File: src/rtl/pwm_duty_ctrl_if.sv
// APB3 bus bundle for the PWM duty controller register bank.
interface pwm_duty_ctrl_if #(
    parameter int AW = 8
);
    logic          psel;
    logic          penable;
    logic          pwrite;
    logic [AW-1:0] paddr;
    logic [31:0]   pwdata;
    logic [31:0]   prdata;
    logic          pready;
    logic          pslverr;

    modport master (
        output psel, penable, pwrite, paddr, pwdata,
        input  prdata, pready, pslverr
    );

    modport slave (
        input  psel, penable, pwrite, paddr, pwdata,
        output prdata, pready, pslverr
    );
endinterface

File: src/rtl/pwm_duty_ctrl.sv
// APB3 register bank plus per-channel slew-rate limiter driving three PWM duty inputs.
// Each live duty walks toward its target by STEP counts once per RAMP_DIV+1 clocks.
module pwm_duty_ctrl #(
    parameter int DW    = 16,
    parameter int DIV_W = 16,
    parameter int AW    = 8
) (
    input  logic          clk,
    input  logic          reset,
    pwm_duty_ctrl_if.slave apb,
    output logic          en,
    output logic [DW-1:0] duty0,
    output logic [DW-1:0] duty1,
    output logic [DW-1:0] duty2,
    output logic [2:0]    ramp_busy
);
    localparam logic [AW-3:0] W_CTRL   = (AW-2)'(0);
    localparam logic [AW-3:0] W_DIV    = (AW-2)'(1);
    localparam logic [AW-3:0] W_STEP   = (AW-2)'(2);
    localparam logic [AW-3:0] W_TGT0   = (AW-2)'(4);
    localparam logic [AW-3:0] W_DUTY0  = (AW-2)'(8);
    localparam logic [AW-3:0] W_STATUS = (AW-2)'(11);

    logic [1:0]       ctrl_reg;
    logic [DIV_W-1:0] ramp_div_reg;
    logic [DW-1:0]    step_reg;
    logic [DIV_W-1:0] cnt_reg;
    logic [31:0]      prdata_reg;

    logic [AW-3:0]    word;
    logic             mapped;
    logic             read_only;
    logic [31:0]      rd_data;
    logic             wr_commit;
    logic             wr_ok;
    logic [1:0]       ctrl_next;
    logic             tick;
    logic [DW-1:0]    step_eff;
    logic [DW-1:0]    duty_arr [3];
    logic [DW-1:0]    target_arr [3];

    logic unused_bits;
    assign unused_bits = ^{apb.paddr[1:0], apb.pwdata[31:DW]};

    assign word      = apb.paddr[AW-1:2];
    assign wr_commit = apb.psel & apb.penable & apb.pwrite;
    assign wr_ok     = wr_commit & mapped & ~read_only;

    always_comb begin
        mapped    = 1'b1;
        read_only = 1'b0;
        rd_data   = 32'd0;
        case (word)
            W_CTRL:          rd_data = {30'd0, ctrl_reg};
            W_DIV:           rd_data = 32'(ramp_div_reg);
            W_STEP:          rd_data = 32'(step_reg);
            W_TGT0:          rd_data = 32'(target_arr[0]);
            W_TGT0 + 1'b1:   rd_data = 32'(target_arr[1]);
            W_TGT0 + 2'd2:   rd_data = 32'(target_arr[2]);
            W_DUTY0:         begin rd_data = 32'(duty_arr[0]); read_only = 1'b1; end
            W_DUTY0 + 1'b1:  begin rd_data = 32'(duty_arr[1]); read_only = 1'b1; end
            W_DUTY0 + 2'd2:  begin rd_data = 32'(duty_arr[2]); read_only = 1'b1; end
            W_STATUS:        begin rd_data = {29'd0, ramp_busy}; read_only = 1'b1; end
            default:         mapped = 1'b0;
        endcase
    end

    assign apb.pready  = 1'b1;
    assign apb.prdata  = prdata_reg;
    assign apb.pslverr = apb.psel & apb.penable & (~mapped | (apb.pwrite & read_only));

    // The duty path reacts to a CTRL write in the commit cycle so that clearing en wins over a tick.
    assign ctrl_next = (wr_ok && word == W_CTRL) ? apb.pwdata[1:0] : ctrl_reg;
    assign tick      = (ctrl_reg == 2'b11) && (cnt_reg == ramp_div_reg);
    assign step_eff  = (step_reg == '0) ? DW'(1) : step_reg;

    always_ff @(posedge clk) begin
        if (reset) begin
            ctrl_reg     <= '0;
            ramp_div_reg <= '0;
            step_reg     <= '0;
            cnt_reg      <= '0;
            prdata_reg   <= '0;
        end else begin
            ctrl_reg <= ctrl_next;
            if (wr_ok && word == W_DIV)
                ramp_div_reg <= apb.pwdata[DIV_W-1:0];
            if (wr_ok && word == W_STEP)
                step_reg <= apb.pwdata[DW-1:0];
            if (ctrl_reg != 2'b11 || tick || (wr_ok && word == W_DIV))
                cnt_reg <= '0;
            else
                cnt_reg <= cnt_reg + 1'b1;
            if (apb.psel && !apb.penable)
                prdata_reg <= rd_data;
        end
    end

    generate
        for (genvar gi = 0; gi < 3; gi++) begin : ch
            logic [DW-1:0]        duty_reg;
            logic [DW-1:0]        target_reg;
            logic [DW-1:0]        target_next;
            logic                 tgt_wr;
            logic [DW:0]          sum_w;
            logic signed [DW+1:0] diff_w;
            logic [DW-1:0]        ramp_val;

            assign tgt_wr      = wr_ok && (word == W_TGT0 + (AW-2)'(gi));
            assign target_next = tgt_wr ? apb.pwdata[DW-1:0] : target_reg;
            assign sum_w       = {1'b0, duty_reg} + {1'b0, step_eff};
            assign diff_w      = $signed({2'b00, duty_reg}) - $signed({2'b00, step_eff});

            // Ramp steps clamp at the old target; widened arithmetic prevents wrap either way.
            always_comb begin
                if (duty_reg < target_reg)
                    ramp_val = (sum_w > {1'b0, target_reg}) ? target_reg : sum_w[DW-1:0];
                else
                    ramp_val = (diff_w < $signed({2'b00, target_reg})) ? target_reg : diff_w[DW-1:0];
            end

            always_ff @(posedge clk) begin
                if (reset) begin
                    target_reg <= '0;
                    duty_reg   <= '0;
                end else begin
                    target_reg <= target_next;
                    if (!ctrl_next[0])
                        duty_reg <= '0;
                    else if (!ctrl_next[1])
                        duty_reg <= target_next;
                    else if (tick)
                        duty_reg <= ramp_val;
                end
            end

            assign duty_arr[gi]   = duty_reg;
            assign target_arr[gi] = target_reg;
            assign ramp_busy[gi]  = (duty_reg != target_reg);
        end
    endgenerate

    assign en    = ctrl_reg[0];
    assign duty0 = duty_arr[0];
    assign duty1 = duty_arr[1];
    assign duty2 = duty_arr[2];
endmodule

File: src/flat_wrapper.sv
// flat-port wrapper written by rule: the top's interface ports become plain ports
module pwm_duty_ctrl_flat 
#(
    parameter int DW    = 16,
    parameter int DIV_W = 16,
    parameter int AW    = 8
)
  (clk, reset, en, duty0, duty1, duty2, ramp_busy, apb_psel, apb_penable, apb_pwrite, apb_paddr, apb_pwdata, apb_prdata, apb_pready, apb_pslverr);
  pwm_duty_ctrl_if #(.AW(AW)) apb_i ();
  input  logic clk;
  input  logic reset;
  output logic en;
  output logic [DW-1:0] duty0;
  output logic [DW-1:0] duty1;
  output logic [DW-1:0] duty2;
  output logic [2:0] ramp_busy;
  input wire logic [$bits(apb_i.psel)-1:0] apb_psel;
  input wire logic [$bits(apb_i.penable)-1:0] apb_penable;
  input wire logic [$bits(apb_i.pwrite)-1:0] apb_pwrite;
  input wire logic [$bits(apb_i.paddr)-1:0] apb_paddr;
  input wire logic [$bits(apb_i.pwdata)-1:0] apb_pwdata;
  output wire logic [$bits(apb_i.prdata)-1:0] apb_prdata;
  output wire logic [$bits(apb_i.pready)-1:0] apb_pready;
  output wire logic [$bits(apb_i.pslverr)-1:0] apb_pslverr;
  assign apb_i.psel = apb_psel;
  assign apb_i.penable = apb_penable;
  assign apb_i.pwrite = apb_pwrite;
  assign apb_i.paddr = apb_paddr;
  assign apb_i.pwdata = apb_pwdata;
  assign apb_prdata = apb_i.prdata;
  assign apb_pready = apb_i.pready;
  assign apb_pslverr = apb_i.pslverr;
  pwm_duty_ctrl #(.DW(DW), .DIV_W(DIV_W), .AW(AW)) u_core (.clk(clk), .reset(reset), .apb(apb_i), .en(en), .duty0(duty0), .duty1(duty1), .duty2(duty2), .ramp_busy(ramp_busy));
endmodule
File: config.mk
export PLATFORM = sky130hd
export DESIGN_NAME = pwm_duty_ctrl_flat
export DESIGN_NICKNAME = d
export VERILOG_FILES = /design/src/rtl/pwm_duty_ctrl_if.sv /design/src/rtl/pwm_duty_ctrl.sv /design/src/flat_wrapper.sv
export SDC_FILE = /design/constraint.sdc
export NUM_CORES = 1
export LEC_CHECK = 0
export BUFFER_PORTS_ARGS = -buffer_cell sky130_fd_sc_hd__buf_4
export CAP_MARGIN = 20
export CORE_MARGIN = 3
export CORE_UTILIZATION = 45
export CTS_CLUSTER_DIAMETER = 50
export CTS_CLUSTER_SIZE = 20
export DETAILED_ROUTE_END_ITERATION = 10
export GPL_TIMING_DRIVEN = 0
export PLACE_DENSITY = 0.62
export SYNTH_ARGS = -nofsm -noshare
export SYNTH_HDL_FRONTEND = slang
export SYNTH_SLANG_ARGS = --single-unit
File: constraint.sdc
create_clock -name clk -period 6.4 [get_ports clk]
set_clock_uncertainty 0.1 [all_clocks]
set_input_delay 0.32 -clock clk [delete_from_list [all_inputs] [get_ports clk]]
set_output_delay 0.32 -clock clk [all_outputs]
set_load 0.005 [all_outputs]
==> results of run 1 <==
==> logic make-up after synthesis <==
family | share of synthesized area
and+or+nand+nor | 0.162
AOI/OAI and AO/OA | 0.234
adders and majority gates | 0.202
buffers and inverters | 0.0625
DFF | 0.202
muxes | 0.0794
xor gates and xnor gates | 0.0577
other | 0.000467
==> cell usage in the layout (no fill, tap or decap), types with 17 or more instances in the layout <==
| master | n |
|---|---|
| ha_1 | 250 |
| o21ai_0 | 90 |
| mux2i_1 | 106 |
| a311oi_1 | 19 |
| a21oi_1 | 189 |
| nor2_1 | 263 |
| o21a_1 | 19 |
| o221ai_1 | 20 |
| nor2b_1 | 30 |
| a21o_1 | 20 |
| a211oi_1 | 21 |
| buf_2 | 26 |
| nor3_1 | 31 |
| buf_4 | 115 |
| dfxtp_1 | 162 |
| nand4_1 | 22 |
| xor2_1 | 46 |
| inv_1 | 106 |
| clkbuf_16 | 17 |
| conb_1 | 17 |
| nand3_1 | 25 |
| xnor2_1 | 60 |
| nand2_1 | 117 |
| a221oi_1 | 23 |
| clkbuf_1 | 71 |
==> path summary, 6_finish.rpt <==
kind              slack (ns)                      end  depth (start not counted)                from
hold / removal          0.10  u_core.ramp_div_reg[13]                          3      apb_pwdata[13]
setup / recovery        0.22          u_core.duty2[0]                         22  u_core.step_reg[7]
hold reg to reg         0.38        u_core.cnt_reg[0]                          1   u_core.cnt_reg[0]
setup reg to reg        0.22          u_core.duty2[0]                         22  u_core.step_reg[7]
==> area by class of cell <==
| type | count | area [um^2] | share of cell area |
|---|---|---|---|
| Multi-Input combinational cell | 1635 | 11900 | 0.661 |
| Sequential cell | 162 | 3240 | 0.180 |
| Timing Repair Buffer | 94 | 706 | 0.0392 |
| Buffer | 125 | 603 | 0.0335 |
| Tap cell | 455 | 569 | 0.0317 |
| Clock buffer | 18 | 439 | 0.0244 |
| Inverter | 107 | 402 | 0.0223 |
| Clock inverter | 13 | 128 | 0.00710 |
==> worst max-delay path: stages (launching register included) <==
cell and delay (ns):
dfxtp_1 0.35, nor4_1 0.40, a41o_2 0.50, ha_1 0.26, fa_1 0.27, nand2b_4 0.07
a221oi_2 0.36, o21a_2 0.27, a211oi_1 0.11, nor2_1 0.16, nor2_1 0.07, xnor2_1 0.27
ha_1 0.30, a2111oi_0 0.43, o21ai_1 0.11, o21ai_0 0.18, nand2_1 0.11, o21ai_1 0.39
o2111ai_4 0.30, buf_6 0.24, mux2i_2 0.41, mux2i_1 0.29, a21oi_1 0.09
==> layer usage <==
| metal | wire [um] | GRT usage |
|---|---|---|
| met5 | 102 | 0.0192 |
| met1 | 27500 | 0.443 |
| met4 | 2600 | 0.120 |
| met3 | 5580 | 0.0607 |
| met2 | 27300 | 0.489 |
==> repair_timing <==
item	in CTS	in global routing
pin swaps	0	1
buffers inserted	0	2
endpoints found under the setup margin	1	10
gates resized for setup	1	1
hold buffers	0	0
==> report_power, final <==
group          switching [mW]  total, mW  internal [mW]  leakage [nW]
Clock                   0.464       1.02          0.552         0.275
Combinational          0.0707      0.113         0.0419          6.38
Sequential            0.00668       1.02           1.01          1.31
==> flow_metrics.tcl, run 1 <==
set metrics [dict create \
    status "completed" \
    grt_max_degree 17 \
    clk_pin_slew_worst_paths_ns 0.08 \
    finalCritPeriodShare 0.966 \
    synth_top_area_frac 0.202 \
    initial_core_util 0.461 \
    critPathCaptureType "register" \
    die_h_um 195 \
    clkLatencyLatePin_ns 0.44 \
    critPathLaunchType "register" \
    crit_arrival_ns 6.39 \
    max_freq_mhz 162 \
    yosysTopAreaCell "dfxtp_1" \
    wl_per_cell_um 24.2 \
    slew_viol_final 0 \
    cts-htree-levels 4 \
    crit_required_ns 6.61 \
    drv_cap 0 \
    ios 131 \
    place_inst 2576 \
    grt_pass1_wl_mm 93.0 \
    worstHoldPathType "in2reg" \
    place_ws_ns -0.00193 \
    die_area_um2 38000 \
    maxSlewHeadroom 0.197 \
    clkSinkCount 162 \
    timing.final.ws_setup_ns 0.218 \
    nets 2443 \
    synth-edff-count 0 \
    rsz0062_at_grt "no" \
    vias 15900 \
    antenna_found_initial 0 \
    finalSetupTns_ns 0 \
    drtPass1Iterations 6 \
    grtUsageTotal 0.319 \
    ys_seq_area_frac 0.202 \
    yosysMostFrequentCell "nor2_1" \
    tightest_slew_ns 1.17 \
    final_cells 2609 \
    fin_util 0.516 \
    dp.final_hpwl_mm 52.1 \
    root_buffer "clkbuf_16" \
    core_area_um2 34900 \
    final_cell_area_um2 18000 \
    criticalPathCategory "reg2reg" \
    largest_reg_flops 48 \
    ant_nets 0 \
    setup_viol 0 \
    yosysWarnings 0 \
    peakVddDrop_mv 0.160 \
    synth_area_leaders "dfxtp_1 20%, ha_1 19%, mux2i_1 6.7%, nor2_1 6.1%, a21oi_1 5.9%" \
    cts_tree "built" \
    dpl-instance-area_um2 17400 \
    synth_area_um2 16100 \
    ys.flop_type "dfxtp_1" \
    gp_congestion 0.981 \
    fillers 3445 \
    yosys-top-cells-count "263 x nor2_1, 250 x ha_1, 189 x a21oi_1" \
    path_max_fanout 10 \
    vias_per_cell 6.08 \
    syn_avg_cell_area_um2 7.98 \
    power_density_nw_per_um2 119 \
    period_needed_ns 6.18 \
    grt_pass1_vias 14900 \
    finalHoldViolCount 0 \
    die_w_um 195 \
    drive_gt1_frac 0.111 \
    async_reset_ff_frac 0 \
    yosysUniqueCellTypes 92 \
    syn_to_final_growth_pct 11.8 \
    power_mw 2.15 \
    synthCells 2014 \
    timing.hold.ws_ns 0.105 \
    p_leak_nw 7.96 \
    io_buffers 92 \
    ys_ff_latch 162 \
    drt-total-wl_mm 63.1 \
    cts_buffers 17 \
    antennaDiodeCount 0 \
    drc_errors 0 \
    num_rows 68 \
    drt_iter0_drc 1817 \
    overflow 0 \
    cts_buffer_depth 2 \
]
(Power assumes the default switching activity.)
==> run 2, diff against run 1 <==
--- a/config.mk
+++ b/config.mk
@@ -9,10 +9,10 @@
 export CAP_MARGIN = 20
 export CORE_MARGIN = 3
-export CORE_UTILIZATION = 45
+export CORE_UTILIZATION = 46
 export CTS_CLUSTER_DIAMETER = 50
 export CTS_CLUSTER_SIZE = 20
 export DETAILED_ROUTE_END_ITERATION = 10
 export GPL_TIMING_DRIVEN = 0
-export PLACE_DENSITY = 0.62
+export PLACE_DENSITY = 0.63
 export SYNTH_ARGS = -nofsm -noshare
 export SYNTH_HDL_FRONTEND = slang
==> constraint.sdc (replaced) <==
create_clock -name clk -period 6.4 [get_ports clk]
set_clock_uncertainty 0.1 [all_clocks]
set_input_delay 0 -clock clk [delete_from_list [all_inputs] [get_ports clk]]
set_output_delay 0 -clock clk [all_outputs]
set_load 0.005 [all_outputs]
==> run 2 against run 1 <==
Compared with the run above: cell count up 0.42%; worst hold slack worse by 0.073 ns; count of clock-buffer cells in the layout unchanged; non-clock buffer count up 17; clock power about the same; register-to-register slack better by 0.03 ns; sequential cell count unchanged; cell area up 1.1%; total power up 1.8%; core utilization up 2.0 points; sequential share of layout area down 0.19 points.
==> flow_metrics.tcl, run 2 (synthesis gave the netlist of run 1 again) <==
set metrics [dict create \
    status "completed" \
    dpl-instance-area_um2 17400 \
    finalCritPeriodShare 0.961 \
    drc_errors 0 \
    setup_viol 0 \
    core_area_um2 34000 \
    cts_tree "built" \
    max_freq_mhz 163 \
    cts-htree-levels 4 \
    fillers 3245 \
    drt_iter0_drc 1672 \
    initial_core_util 0.474 \
    drt-total-wl_mm 64.5 \
    critPathCaptureType "register" \
    antennaDiodeCount 0 \
    num_rows 67 \
    criticalPathCategory "reg2reg" \
    drtPass1Iterations 6 \
    cts_buffers 17 \
    maxSlewHeadroom 0.332 \
    tightest_slew_ns 1.00 \
    io_buffers 92 \
    die_h_um 193 \
    slew_viol_final 0 \
    ios 131 \
    path_max_fanout 8 \
    crit_arrival_ns 6.40 \
    grtUsageTotal 0.340 \
    p_leak_nw 8.05 \
    vias_per_cell 6.23 \
    clkLatencyLatePin_ns 0.43 \
    vias 16300 \
    final_cell_area_um2 18200 \
    critPathLaunchType "register" \
    nets 2460 \
    crit_required_ns 6.66 \
    power_density_nw_per_um2 120 \
    syn_to_final_growth_pct 13.1 \
    ant_nets 0 \
    finalHoldViolCount 0 \
    die_area_um2 37200 \
    post_cts_buffers 0 \
    largest_reg_flops 48 \
    fin_util 0.536 \
    grt_pass1_vias 15300 \
    drv_cap 0 \
    drive_gt1_frac 0.110 \
    gp_congestion 1.00 \
    antenna_found_initial 0 \
    clk_pin_slew_worst_paths_ns 0.07 \
    die_w_um 193 \
    layout_common_cells "263 x nor2_1, 250 x ha_1, 189 x a21oi_1" \
    timing.final.ws_setup_ns 0.252 \
    place_ws_ns 0.0110 \
    clkSinkCount 162 \
    overflow 0 \
    root_buffer "clkbuf_16" \
    grt_pass1_wl_mm 94.7 \
    period_needed_ns 6.15 \
    cts_buffer_depth 2 \
    peakVddDrop_mv 0.161 \
    layout_commonest_cell "nor2_1" \
    dp.final_hpwl_mm 52.1 \
    worstHoldPathType "in2reg" \
    grt_max_degree 17 \
    wl_per_cell_um 24.6 \
]
## run 2: stage by stage
| step | hold slack (ns) | instances | total power [mW] | TNS (ns) |
|---|---|---|---|---|
| 5_1_grt | 0.0572 | 2620 | 2.22 | -0.0115 |
| 3_3_place_gp | 0.219 | 2569 | 1.15 | 0 |
| 3_5_place_dp | 0.234 | 2569 | 1.15 | 0 |
| 2_1_floorplan | 0.00656 | 2029 | 1.09 | 0 |
| 4_1_cts | 0.0264 | 2619 | 2.18 | 0 |
| 6_report | 0.0323 | 2620 | 2.19 | 0 |
## run 2: cell type report
cell class	count	area, um^2	share of cell area
Clock buffer	18	439	0.0242
Tap cell	448	561	0.0308
Inverter	107	402	0.0221
Clock inverter	14	145	0.00798
Buffer	125	606	0.0333
Sequential cell	162	3240	0.178
Timing Repair Buffer	111	883	0.0486
Multi-Input combinational cell	1635	11900	0.655
## run 2: final timing paths
kind                                    startpoint  slack, ns  depth (start not counted)                   end
worst max-delay path            u_core.step_reg[6]       0.25                         20      u_core.duty0[12]
worst min-delay path                   apb_penable       0.03                          5  u_core.apb.prdata[0]
worst max register to register  u_core.step_reg[6]       0.25                         20      u_core.duty0[12]
worst min register to register   u_core.cnt_reg[0]       0.39                          1     u_core.cnt_reg[0]
## run 2: critical path, cell delays in order (launching register included)
cell,delay (ns)
dfxtp_1,0.45
nor4_1,0.11
a41o_2,0.45
ha_1,0.28
fa_1,0.40
nor2b_1,0.16
o311a_1,0.34
o211a_1,0.28
nor2_1,0.12
a31oi_1,0.16
a211oi_1,0.28
xor2_1,0.26
ha_1,0.31
a2111oi_1,0.53
o221ai_1,0.22
o211ai_1,0.29
o2111ai_2,0.33
o21ai_2,0.31
o22ai_1,0.15
or3_1,0.39
a21oi_1,0.16
## run 2: per-layer routing
metal | part of all wire | global-route usage | up-vias | routed length (um)
met2 | 0.43 | 0.522 | 881 | 27600
met3 | 0.094 | 0.0470 | 146 | 6060
met4 | 0.049 | 0.146 | 0 | 3180
li1 | - | - | 7534 | -
met5 | 0 | 0 | - | 0
met1 | 0.43 | 0.476 | 7768 | 27600
## run 2: timing repair
action	CTS	global route
pin swaps	0	1
hold endpoints to repair	89	0
hold buffers	18	0
setup endpoints to repair	1	25
gates resized for setup	1	4
## run 2: report_power, final
| part | leakage (nW) | switching (mW) | total, mW | internal (mW) |
|---|---|---|---|---|
| sequential | 1.31 | 0.00660 | 1.02 | 1.01 |
| combinational | 6.46 | 0.0733 | 0.122 | 0.0490 |
| clock | 0.284 | 0.483 | 1.04 | 0.561 |
